--- src/rtl/cordic_rr_scheduler.sv ---
// Round-robin issue scheduler that shares one pipelined CORDIC cosine core among NREQ requesters.
// A {valid, id} tag travels alongside each operand so that every result returns to the requester that issued it.
module cordic_rr_scheduler #(
  parameter int NREQ    = 4,
  parameter int LATENCY = 4,
  parameter int IDW     = 3
) (
  input  logic                 clock,
  input  logic                 aclr,
  input  logic [NREQ-1:0]      req,
  input  logic [32*NREQ-1:0]   req_data,
  output logic [NREQ-1:0]      grant,
  input  logic                 hold,
  output logic                 cordic_clk_en,
  output logic                 cordic_aclr,
  output logic [31:0]          cordic_dataa,
  input  logic [31:0]          cordic_result,
  output logic [NREQ-1:0]      resp_valid,
  output logic [31:0]          resp_data,
  output logic                 busy
);

  logic [IDW-1:0]     r_ptr;
  logic [LATENCY-1:0] r_tagValid;
  logic [IDW-1:0]     r_tagId [LATENCY];
  logic [NREQ-1:0]    r_respValid;
  logic [31:0]        r_respData;

  logic [NREQ-1:0]    w_hiReq;
  logic [NREQ-1:0]    w_pickVec;
  logic [IDW-1:0]     w_grantIdx;
  logic               w_grantAny;
  logic [NREQ-1:0]    w_grant;
  logic [31:0]        w_dataa;
  logic [IDW-1:0]     w_nextPtr;

  // Requesters at or above the pointer win first; if none, wrap to the lowest requester overall.
  always_comb begin
    w_hiReq = '0;
    for (int j = 0; j < NREQ; j++) begin
      w_hiReq[j] = req[j] && (IDW'(j) >= r_ptr);
    end
    w_pickVec = (|w_hiReq) ? w_hiReq : req;
    w_grantIdx = '0;
    for (int j = NREQ - 1; j >= 0; j--) begin
      if (w_pickVec[j]) begin
        w_grantIdx = IDW'(j);
      end
    end
    w_grantAny = (|req) && !hold && !aclr;
    w_grant = w_grantAny ? (NREQ'(1) << w_grantIdx) : '0;
  end

  always_comb begin
    w_dataa = '0;
    for (int j = 0; j < NREQ; j++) begin
      if (w_grant[j]) begin
        w_dataa = req_data[32*j +: 32];
      end
    end
  end

  assign w_nextPtr = (w_grantIdx == IDW'(NREQ - 1)) ? '0 : (w_grantIdx + IDW'(1));

  always_ff @(posedge clock or posedge aclr) begin
    if (aclr) begin
      r_ptr <= '0;
    end else if (w_grantAny) begin
      r_ptr <= w_nextPtr;
    end
  end

  // Tag pipe moves in lockstep with the core's clock enable; empty cycles enter as bubbles.
  always_ff @(posedge clock or posedge aclr) begin
    if (aclr) begin
      r_tagValid <= '0;
      for (int k = 0; k < LATENCY; k++) begin
        r_tagId[k] <= '0;
      end
    end else if (!hold) begin
      r_tagValid[0] <= w_grantAny;
      r_tagId[0]    <= w_grantIdx;
      for (int k = 1; k < LATENCY; k++) begin
        r_tagValid[k] <= r_tagValid[k-1];
        r_tagId[k]    <= r_tagId[k-1];
      end
    end
  end

  always_ff @(posedge clock or posedge aclr) begin
    if (aclr) begin
      r_respValid <= '0;
      r_respData  <= '0;
    end else if (!hold && r_tagValid[LATENCY-1]) begin
      r_respValid <= NREQ'(1) << r_tagId[LATENCY-1];
      r_respData  <= cordic_result;
    end else begin
      r_respValid <= '0;
    end
  end

  assign grant         = w_grant;
  assign cordic_dataa  = w_dataa;
  assign cordic_clk_en = ~hold;
  assign cordic_aclr   = aclr;
  assign resp_valid    = r_respValid;
  assign resp_data     = r_respData;
  assign busy          = |r_tagValid;

endmodule

--- config.mk ---
export PLATFORM = sky130hd
export DESIGN_NAME = cordic_rr_scheduler
export DESIGN_NICKNAME = d
export VERILOG_FILES = /design/src/rtl/cordic_rr_scheduler.sv
export SDC_FILE = /design/constraint.sdc
export NUM_CORES = 1
export LEC_CHECK = 0
export ABC_CLOCK_PERIOD_IN_PS = 4200
export BUFFER_PORTS_ARGS = -buffer_cell sky130_fd_sc_hd__buf_2
export CAP_MARGIN = 10
export CORE_MARGIN = 2
export CORE_UTILIZATION = 30
export DETAILED_ROUTE_END_ITERATION = 8
export HOLD_SLACK_MARGIN = 0.02
export PLACE_DENSITY = 0.69
export SLEW_MARGIN = 20
export SYNTH_ARGS = -nofsm -noshare
export SYNTH_HDL_FRONTEND = slang
export SYNTH_SLANG_ARGS = --single-unit
--- constraint.sdc ---
create_clock -name clock -period 4.2 [get_ports clock]
set_input_delay 0.84 -clock clock [delete_from_list [all_inputs] [get_ports clock]]
set_output_delay 0.84 -clock clock [all_outputs]
set_load 0.02 [all_outputs]
Word-level counts from Yosys, hierarchy flattened
Cells that the tools add are included.
Operators by class
  add/subtract/negate cells: 1
  order comparisons: 4
  equality and inequality tests: 1
  shift operators: 2
  multiplexer cells: 12
  bitwise operators: 1
  reduce and logical (&&, ||, !) cells: 12
Operators by type and width (count)
  $mux W32: 4
  $mux W3: 4
  $mux W4: 3
  $reduce_or A4 Y1: 3
  $shl A1 B3 Y4 const A: 2
  $logic_and A1 B1 Y1: 7
  $ge A1 B3 Y1 const A: 2
  $ge A2 B3 Y1 const A: 2
  $add A3 B1 Y3 const B: 1
  $eq A3 B2 Y1 const B: 1
  $logic_not A1 Y1: 2
  $mux W2: 1
  $not A1 Y1: 1
Word-level totals
  flip-flop bits (word level): 55
  input bits: 167
  output and inout port bits: 75
  logic and storage cells: 41

Longest topological paths before layout
Gate-level depths: netlist of the first run.
  word-level depth: 14
  gate-level depth with buffers: 9
  depth with buffers taken out: 7

Worst setup path before layout of the first run
OpenSTA, ideal clock, no wires.
  path kind: input to output
  from: input port aclr
  to: output port cordic_dataa[26]
  arrival: 2846 ps
  required time: 3360 ps
  setup slack: 514 ps
  stages on the path: 5
  path buffers: 2
  cells stage by stage: inv_1 > nand3_2 > buf_6 > buf_6 > a21oi_1
On the way
  longest elaborated chain between the ends: 7
RTL lines
  start: declaration: RTL line 9  | input logic aclr,
  $logic_not A1 Y1 (no line) (*)
  $logic_and A1 B1 Y1 (*): RTL line 50  | w_grantAny = (|req) && !hold && !aclr;
  $mux W4 (*): RTL line 51  | w_grant = w_grantAny ? (NREQ'(1) << w_grantIdx) : '0;
  $mux W32 (3 in a row): RTL line 57  | if (w_grant[j]) begin
  $mux W32 (*): RTL line 57
  end: declaration: RTL line 16  | output logic [31:0] cordic_dataa,
Every way passes the cells marked *; elsewhere a longest branch is shown, timed or not.

Worst setup path in the final report of the first run
  from: input port req[1]
  to: output port cordic_dataa[24]
On the way
  longest elaborated chain between the ends: 13
  elaborated cells on any way between the ends: 16
  classes of those cells: shift: 1; mux: 10; reduce/logical: 5
RTL lines
  start: declaration: RTL line 10  | input logic [NREQ-1:0] req,
  $logic_and A1 B1 Y1: RTL line 41  | w_hiReq[j] = req[j] && (IDW'(j) >= r_ptr);
  $reduce_or A4 Y1: RTL line 43  | w_pickVec = (|w_hiReq) ? w_hiReq : req;
  $mux W4 (*): RTL line 43
  $mux W2: RTL line 46  | if (w_pickVec[j]) begin
  $mux W3 (2 in a row): RTL line 46
  $mux W3 (*): RTL line 46
  via w_grantIdx[0]: RTL line 31  | logic [IDW-1:0] w_grantIdx;
  $shl A1 B3 Y4 (*): RTL line 51
  $mux W4 (*): RTL line 51
  $mux W32 (3 in a row): RTL line 57
  $mux W32 (*): RTL line 57
The timed path passes the listed nets; every way through them passes the cells marked *.

==> metrics.cfg, run 1 <==
[clock_tree]
cts_tree = done
clock_latency_ns = 0.29
cts-buffers-inserted = 5
clkTransAtPathRegs_ns = 0.09
root_buffer = clkbuf_8
cts_max_level = 2
cts-resized-gates = 0
clock_sinks = 50
postCtsSetupBuffers = 0
clk_path_buf_depth = 2
holdBufCountCts = 0

[yosys]
synth_top_family_by_area = compound AO/OA/AOI/OAI gates
yosysUniqueCellTypes = 30
syn-mean-instance-area_um2 = 9.86
synth_seq_cells = 50
syn_area_mm2 = 0.00325
synth_fp_nets = 501
synthXorXnorAreaFrac_pct = 0
synth_fa_ha_area_share_pct = 1.54
seq_area_frac_synth_pct = 38.4
yosys_warnings = 0
synth_ff_type = dfrtp_1
yosys.area_share.simple_pct = 16.4
muxShareOfSynthArea_pct = 15.2
synthArstFlopShare_pct = 100
synth_edf_count = 0
synth_cells = 330
synth_compound_area_share_pct = 22.2

[place]
placed_area_mm2 = 0.00455
routabilityCongestion = 0.689
portBuffers = 241
hpwl_um = 8150
place_inst = 685

[critical_path]
path_delay_family = buffers and inverters
crit_fanout = 39
start_kind = primary input
slowest_delay_ns = 0.43
cp_slowest_cell = or3b_2
crit_path_cell_trace = buf_2 > or3b_2 > o221ai_1 > inv_1 > ha_2 > buf_12 > and3b_1 > o221ai_1 > a21oi_1 > buf_2
critPathBufInv = 4
required_ns = 3.36
end_kind = output pin
critPathKind = primary input to output pin
worst_ep_arrival_time_ns = 3.05

[drt]
drc = 0
drt-total-wl_um = 10500
postRouteAntennaNets = 0
drt_iter0_markers = 212
vias = 3440
wl_per_cell_um = 15.2
first_pass_iters = 4
vias_per_cell = 4.96

[timing]
hold_viol_final = 0
slew_violations = 0
period_needed_ns = 3.89
post-route-period-util_pct = 92.7
setup_viol = 0
setup_tns_ns = 0
fmax_mhz = 257
tightest_slew_ns = 0.853
relSlewSlack_pct = 43.1
clock_skew_ns = 0.00504
rsz0062_at_grt = no

[grt]
grt_pass1_wl_um = 15400
grt_antenna_before_repair = 0
grt_max_degree = 51
grt_overflow_total = 0
gr-usage-all-layers_pct = 16.2
grt_pass1_vias = 3187

[finish]
fin_nets = 723
stdcell_area_mm2 = 0.00464
final_cell_mix = buf_2 (241), dfrtp_1 (50), mux2_2 (43)
n_fill_cell = 1061
drive_above_1_share_pct = 55.3
final_common_cell = buf_2
area.growth.synth_to_final_pct = 42.7
num_antenna_cells = 0
instances_no_fill = 693

[floorplan]
fp.dieArea_mm2 = 0.0117
start_util_pct = 30.4
die_y_um = 108
core_mm2 = 0.0107
die_w_um = 108
rows = 38
ios = 242

[min_path]
worstHoldPathType = register to register

[power]
static-leakage-power_nw = 2.61
irDropWorstVdd_v = 0.000338
power.density_mw_per_mm2 = 544

[outcome]
outcome = complete, no violations

[job]
drv_cap = 0

[final cells by class]
| cell class | instances | area, um2 | area share, % |
|---|---|---|---|
| Multi-Input combinational cell | 237 | 1810 | 38.9 |
| Timing Repair Buffer | 250 | 1290 | 27.7 |
| Sequential cell | 50 | 1250 | 26.9 |
| Tap cell | 140 | 175 | 3.77 |
| Clock buffer | 7 | 86.3 | 1.86 |
| Inverter | 8 | 30.0 | 0.647 |
| Clock inverter | 1 | 8.76 | 0.189 |
[sequential cells by signal, summed over array words and instances, names as in the netlist]
signal / flops
r_tagValid: 4
r_tagId: 8
resp_data: 32
r_ptr: 2
resp_valid: 4
[final timing paths]
check | start | slack, ns | endpoint | depth (start not counted)
max | req[1] | 0.31 | cordic_dataa[24] | 10
min | r_tagId[9] | 0.49 | r_tagId[9] | 2
max reg2reg | r_ptr[1] | 2.39 | r_ptr[1] | 5
min reg2reg | r_tagId[9] | 0.49 | r_tagId[9] | 2
max in group asynchronous | aclr | 3.05 | resp_data[25] | 3
min in group asynchronous | aclr | 0.75 | r_tagId[9] | 3
[worst min-delay path, delay by kind of cell (launching register included)]
family / cells / cell delay (ns)
flip-flops: 1 / 0.35
AND/OR/NAND/NOR: 1 / 0.05
AO/OA/AOI/OAI: 1 / 0.05
[synthesized netlist by cell type, types with 3 or more instances]
| master | instances | area (um2) |
|---|---|---|
| ha_1 | 4 | 50.1 |
| and3b_1 | 33 | 289 |
| clkbuf_1 | 21 | 78.8 |
| o221ai_1 | 33 | 289 |
| nor2_1 | 5 | 18.8 |
| buf_1 | 3 | 11.3 |
| a21o_1 | 32 | 240 |
| inv_1 | 8 | 30.0 |
| buf_2 | 6 | 30.0 |
| nand2_1 | 37 | 139 |
| buf_6 | 4 | 45.0 |
| a21oi_1 | 32 | 160 |
| dfrtp_1 | 50 | 1250 |
| mux2_2 | 43 | 484 |
[per-stage QoR]
stage / utilization, % / worst slack (ns) / power [mW] / hold slack (ns)
5_1_grt: 43.4 / 0.0894 / 2.71 / 0.527
6_report: 43.4 / 0.308 / 2.53 / 0.490
2_1_floorplan: - / 0.514 / 1.78 / 0.443
3_5_place_dp: 42.5 / 0.301 / 2.25 / 0.473
3_3_place_gp: 42.5 / 0.341 / 2.21 / 0.471
4_1_cts: 43.4 / 0.300 / 2.54 / 0.495
[metal layers]
layer / global-route usage [%] / vias to the layer above / part of all wire [%] / wire (um)
met5: 0 / - / 0 / 0
met4: 3.30 / 0 / 0.72 / 76
met3: 2.35 / 8 / 6.3 / 669
met2: 30.0 / 130 / 53 / 5550
met1: 19.9 / 1642 / 40 / 4250
li1: - / 1660 / - / -
[where the power goes]
part / switching [mW] / internal (mW)
logic: 0.839 / 0.654
registers: 0.0988 / 0.651
clock network: 0.148 / 0.136
[logic make-up after synthesis]
group                      after synthesis
and+or+nand+nor                         87
AOI/OAI and AO/OA                      102
buffers and inverters                   43
muxes                                   44
DFF                                     50
adders and majority gates                4
(Power assumes the default switching activity.)
==> inputs of run 2 (changes only) <==
--- a/config.mk
+++ b/config.mk
@@ -12,6 +12,7 @@
 export CORE_UTILIZATION = 30
 export DETAILED_ROUTE_END_ITERATION = 8
 export HOLD_SLACK_MARGIN = 0.02
+export MAX_ROUTING_LAYER = met4
 export PLACE_DENSITY = 0.69
 export SLEW_MARGIN = 20
 export SYNTH_ARGS = -nofsm -noshare
==> run 2 against run 1 <==
Compared with the run above: via count up 0.32%; die area unchanged; combinational power about the same; highest routed layer unchanged; critical path type unchanged.
==> metrics.cfg, run 2 (synthesis results as in run 1) <==
[clock_tree]
clock_sinks = 50
root_buffer = clkbuf_8
cts_max_level = 2
cts-buffers-inserted = 5
postCtsSetupBuffers = 0
cts-resized-gates = 0
holdBufCountCts = 0
clkTransAtPathRegs_ns = 0.09
clock_latency_ns = 0.29
clk_path_buf_depth = 2
cts_tree = done

[finish]
drive_above_1_share_pct = 55.3
post-route-util_pct = 43.4
n_fill_cell = 1061
num_antenna_cells = 0
area.growth.synth_to_final_pct = 42.7
fin_nets = 723
largest_reg_flops = 32
final_cell_mix = buf_2 (241), dfrtp_1 (50), mux2_2 (43)
final_common_cell = buf_2

[outcome]
outcome = complete, no violations

[drt]
postRouteAntennaNets = 0
first_pass_iters = 4
drt_iter0_markers = 234
vias_per_cell = 4.98
wl_per_cell_um = 15.2
drc = 0
vias = 3451
drt-total-wl_um = 10500

[critical_path]
end_kind = output pin
worst_ep_arrival_time_ns = 3.06
r2r_cells = 5
reg2reg_from = r_ptr[1]
worstReg2RegEnd = r_ptr[1]
cp-endpoint = cordic_dataa[24]
reg2reg_setup_slack_ns = 2.38
critPathBufInv = 4
crit_path_cell_trace = buf_2 > or3b_2 > o221ai_1 > inv_1 > ha_2 > buf_12 > and3b_1 > o221ai_1 > a21oi_1 > buf_2
crit_fanout = 39
path_depth = 10
required_ns = 3.36
start_kind = primary input
critPathKind = primary input to output pin
cp_slowest_cell = or3b_2
crit_start = req[1]
slowest_delay_ns = 0.43
path_delay_family = buffers and inverters

[floorplan]
die_w_um = 108
fp.dieArea_mm2 = 0.0117
rows = 38
die_y_um = 108
start_util_pct = 30.4
core_mm2 = 0.0107
ios = 242

[power]
power.density_mw_per_mm2 = 544
irDropWorstVdd_v = 0.000339
static-leakage-power_nw = 2.61

[timing]
tightest_slew_ns = 0.860
rsz0062_at_grt = no
post-route-period-util_pct = 92.8
setup_viol = 0
slew_violations = 0
relSlewSlack_pct = 42.6
period_needed_ns = 3.90
setup_tns_ns = 0
fmax_mhz = 257
hold_viol_final = 0
clock_skew_ns = 0.00568

[grt]
grt_max_degree = 51
grt_antenna_before_repair = 0
grt_overflow_total = 0
gr-usage-all-layers_pct = 16.6
grt_pass1_vias = 3191
grt_pass1_wl_um = 15400

[place]
portBuffers = 241
hpwl_um = 8150
routabilityCongestion = 0.695

[min_path]
worstHoldPathType = register to register

[job]
drv_cap = 0

==> run 2: worst min path at each step <==
stage,startpoint,cells past startpoint,to
after CTS,r_tagId[9],2,r_tagId[9]
after global placement,r_tagId[1],1,resp_valid[1]
after detailed placement,r_tagId[9],2,r_tagId[9]
final,r_tagId[9],2,r_tagId[9]
after global routing,r_tagId[0],1,resp_valid[0]
after floorplan,r_tagId[10],2,r_tagId[10]
==> run 2: cell type report <==
type / count / area [um2] / share of cell area [%]
clock buffers: 7 / 86.3 / 1.86
clock inverters: 1 / 8.76 / 0.189
inverters: 8 / 30.0 / 0.647
multi-input cells: 237 / 1810 / 38.9
flip-flops and latches: 50 / 1250 / 26.9
well taps: 140 / 175 / 3.77
repair buffers: 250 / 1290 / 27.7
==> run 2: through the flow <==
stage | power [mW] | instance area [um2] | hold slack (ns) | cells | worst slack [ns]
2_1_floorplan | 1.78 | 3250 | 0.443 | 330 | 0.514
3_3_place_gp | 2.21 | 4550 | 0.471 | 685 | 0.341
3_5_place_dp | 2.25 | 4550 | 0.473 | 685 | 0.301
4_1_cts | 2.54 | 4640 | 0.495 | 693 | 0.300
5_1_grt | 2.71 | 4640 | 0.527 | 693 | 0.0894
6_report | 2.53 | 4640 | 0.490 | 693 | 0.304
==> run 2: routing by layer <==
metal	vias up	share of wire [%]	routed length [um]	GRT usage (%)
li1	1661	-	-	-
met1	1655	40	4230	19.9
met2	127	53	5560	29.9
met3	8	6.1	638	2.23
met4	0	0.82	86	3.48
met5	-	0	0	-
==> run 2: worst reg2reg max path, cell delays in order (launching register included) <==
cell and delay [ns]:
dfrtp_1 0.47, nand4b_1 0.13, o21ai_0 0.14, or3_1 0.42, ha_1 0.28, mux2_2 0.27
==> run 2: where the power goes <==
part	switching, mW	internal, mW
sequential	0.0991	0.651
clock	0.148	0.136
combinational	0.839	0.654
total	1.09	1.44
==> inputs of run 3 (changes only) <==
--- a/config.mk
+++ b/config.mk
@@ -6,9 +6,9 @@
 export NUM_CORES = 1
 export LEC_CHECK = 0
 export ABC_CLOCK_PERIOD_IN_PS = 4200
-export BUFFER_PORTS_ARGS = -buffer_cell sky130_fd_sc_hd__buf_2
+export BUFFER_PORTS_ARGS = -buffer_cell sky130_fd_sc_hd__buf_4
 export CAP_MARGIN = 10
-export CORE_MARGIN = 2
+export CORE_MARGIN = 1
 export CORE_UTILIZATION = 30
 export DETAILED_ROUTE_END_ITERATION = 8
 export HOLD_SLACK_MARGIN = 0.02
==> run 3 against run 2 <==
Compared with the run above: sequential share of layout area down 3.0 points; wire length increased by 8.1%; combinational power is 10% higher; sequential cell count unchanged; register-to-register slack is essentially flat; first-iteration DRC count grew 50%; clock power is 6% lower; die area shrank 3.7%; clock-buffer cell count down 1; utilization rose by 6.7 points; critical path type unchanged; critical endpoint is now cordic_dataa[1]; largest power group unchanged; highest routed layer unchanged.
==> metrics.cfg, run 3 (synthesis results as in run 1) <==
[outcome]
outcome = complete, no violations

[clock_tree]
cts-resized-gates = 0
clk_path_buf_depth = 2
cts_max_level = 2
postCtsSetupBuffers = 0
cts-buffers-inserted = 5
clock_latency_ns = 0.29
cts_tree = done
clock_sinks = 50
root_buffer = clkbuf_8
holdBufCountCts = 0
clkTransAtPathRegs_ns = 0.08

[finish]
final_cell_mix = buf_4 (247), dfrtp_1 (50), mux2_2 (43)
final_common_cell = buf_4
largest_reg_flops = 32
drive_above_1_share_pct = 55.4
fin_nets = 721
num_antenna_cells = 0
area.growth.synth_to_final_pct = 60.3
stdcell_area_mm2 = 0.00522
post-route-util_pct = 50.1
instances_no_fill = 685
n_fill_cell = 990

[drt]
vias = 3502
drt-total-wl_um = 11400
drt_iter0_markers = 351
drc = 0
vias_per_cell = 5.11
wl_per_cell_um = 16.6
first_pass_iters = 4
postRouteAntennaNets = 0

[critical_path]
required_ns = 3.36
cp_slowest_cell = clkinvlp_4
crit_start = req[1]
slowest_delay_ns = 0.52
worst_ep_arrival_time_ns = 3.17
critPathBufInv = 3
crit_path_cell_trace = buf_4 > or3b_2 > o221ai_1 > ha_1 > clkinvlp_4 > o221ai_1 > a21oi_1 > buf_4
start_kind = primary input
path_delay_family = buffers and inverters
critPathKind = primary input to output pin
reg2reg_from = r_ptr[1]
crit_fanout = 33
end_kind = output pin

[min_path]
min_from = r_tagId[9]
worstHoldPathType = register to register

[timing]
hold_slack_ns = 0.495
rsz0062_at_grt = no
setup_tns_ns = 0
hold_viol_final = 0
setup_viol = 0
relSlewSlack_pct = 43.8
tightest_slew_ns = 0.842
fmax_mhz = 250
clock_skew_ns = 0.00370
period_needed_ns = 4.01
slew_violations = 0
post-route-period-util_pct = 95.4
postLayoutSetupSlackWorst_ns = 0.193

[grt]
grt_overflow_total = 0
grt_antenna_before_repair = 0
grt_pass1_vias = 3307
gr-usage-all-layers_pct = 19.4
grt_pass1_wl_um = 17000
grt_max_degree = 51

[power]
total_power_mw = 2.66
seqPwrFrac_pct = 28.4
static-leakage-power_nw = 2.76
power_switching_mw = 1.09
power.density_mw_per_mm2 = 510
irDropWorstVdd_v = 0.000436
p_int_mw = 1.57
power_frac_comb_pct = 61.6
sw_frac_of_total_pct = 41.0
p_clk_share_pct = 10.0

[place]
place_ws_ns = 0.164
hpwl_um = 8540
routabilityCongestion = 0.951
place_inst = 679
placed_area_mm2 = 0.00513
portBuffers = 241

[floorplan]
ios = 242
start_util_pct = 31.2
fp.dieArea_mm2 = 0.0113
die_w_um = 106
die_y_um = 106
core_mm2 = 0.0104
rows = 37

[job]
drv_cap = 0

run 3: cell types whose count changed in the layout (fill, tap and decap cells not counted), sizes merged:
cell / change
inv: -2
clkinvlp: +1
clkbuf: -1
buf: -2
run 3: final cells by class:
type	count	area [um2]	share of cell area, %
multi-input combinational	237	1810	34.6
tap	136	170	3.26
inverter	8	33.8	0.647
timing repair buffer	248	1870	35.9
clock buffer	6	82.6	1.58
sequential	50	1250	24.0
run 3: worst register-to-register path, delay by kind of cell (launching register included):
family                   cells  cell delay, ns
AO/OA/AOI/OAI                1            0.14
adder cells (fa/ha/maj)      1            0.28
flip-flops                   1            0.46
multiplexers                 1            0.25
AND/OR/NAND/NOR              2            0.57
run 3: routing by layer:
layer  global-route usage (%)  vias up  share of wire, %
met4                     3.87        0               1.2
met1                     24.2     1694                41
li1                         -     1657                 -
met3                     2.64       10               5.8
met2                     33.4      141                52
met5                        -        -                 0
run 3: final timing paths:
| check | cells past startpoint | endpoint | slack [ns] |
|---|---|---|---|
| min in group asynchronous | 3 | resp_valid[0] | 0.76 |
| worst max register to register | 5 | r_ptr[1] | 2.39 |
| worst max-delay path | 8 | cordic_dataa[1] | 0.19 |
| max in group asynchronous | 3 | resp_data[9] | 3.03 |
| worst min-delay path | 2 | r_tagId[9] | 0.50 |
| worst min register to register | 2 | r_tagId[9] | 0.50 |
run 3: power groups by stage:
stage               clock network, mW  registers, mW  logic (mW)
floorplan                           0          0.906       0.877
global route                    0.297          0.779        1.76
detailed placement                  0          0.766        1.64
CTS                             0.277          0.757        1.64
global placement                    0          0.753        1.62
finish                          0.266          0.756        1.64
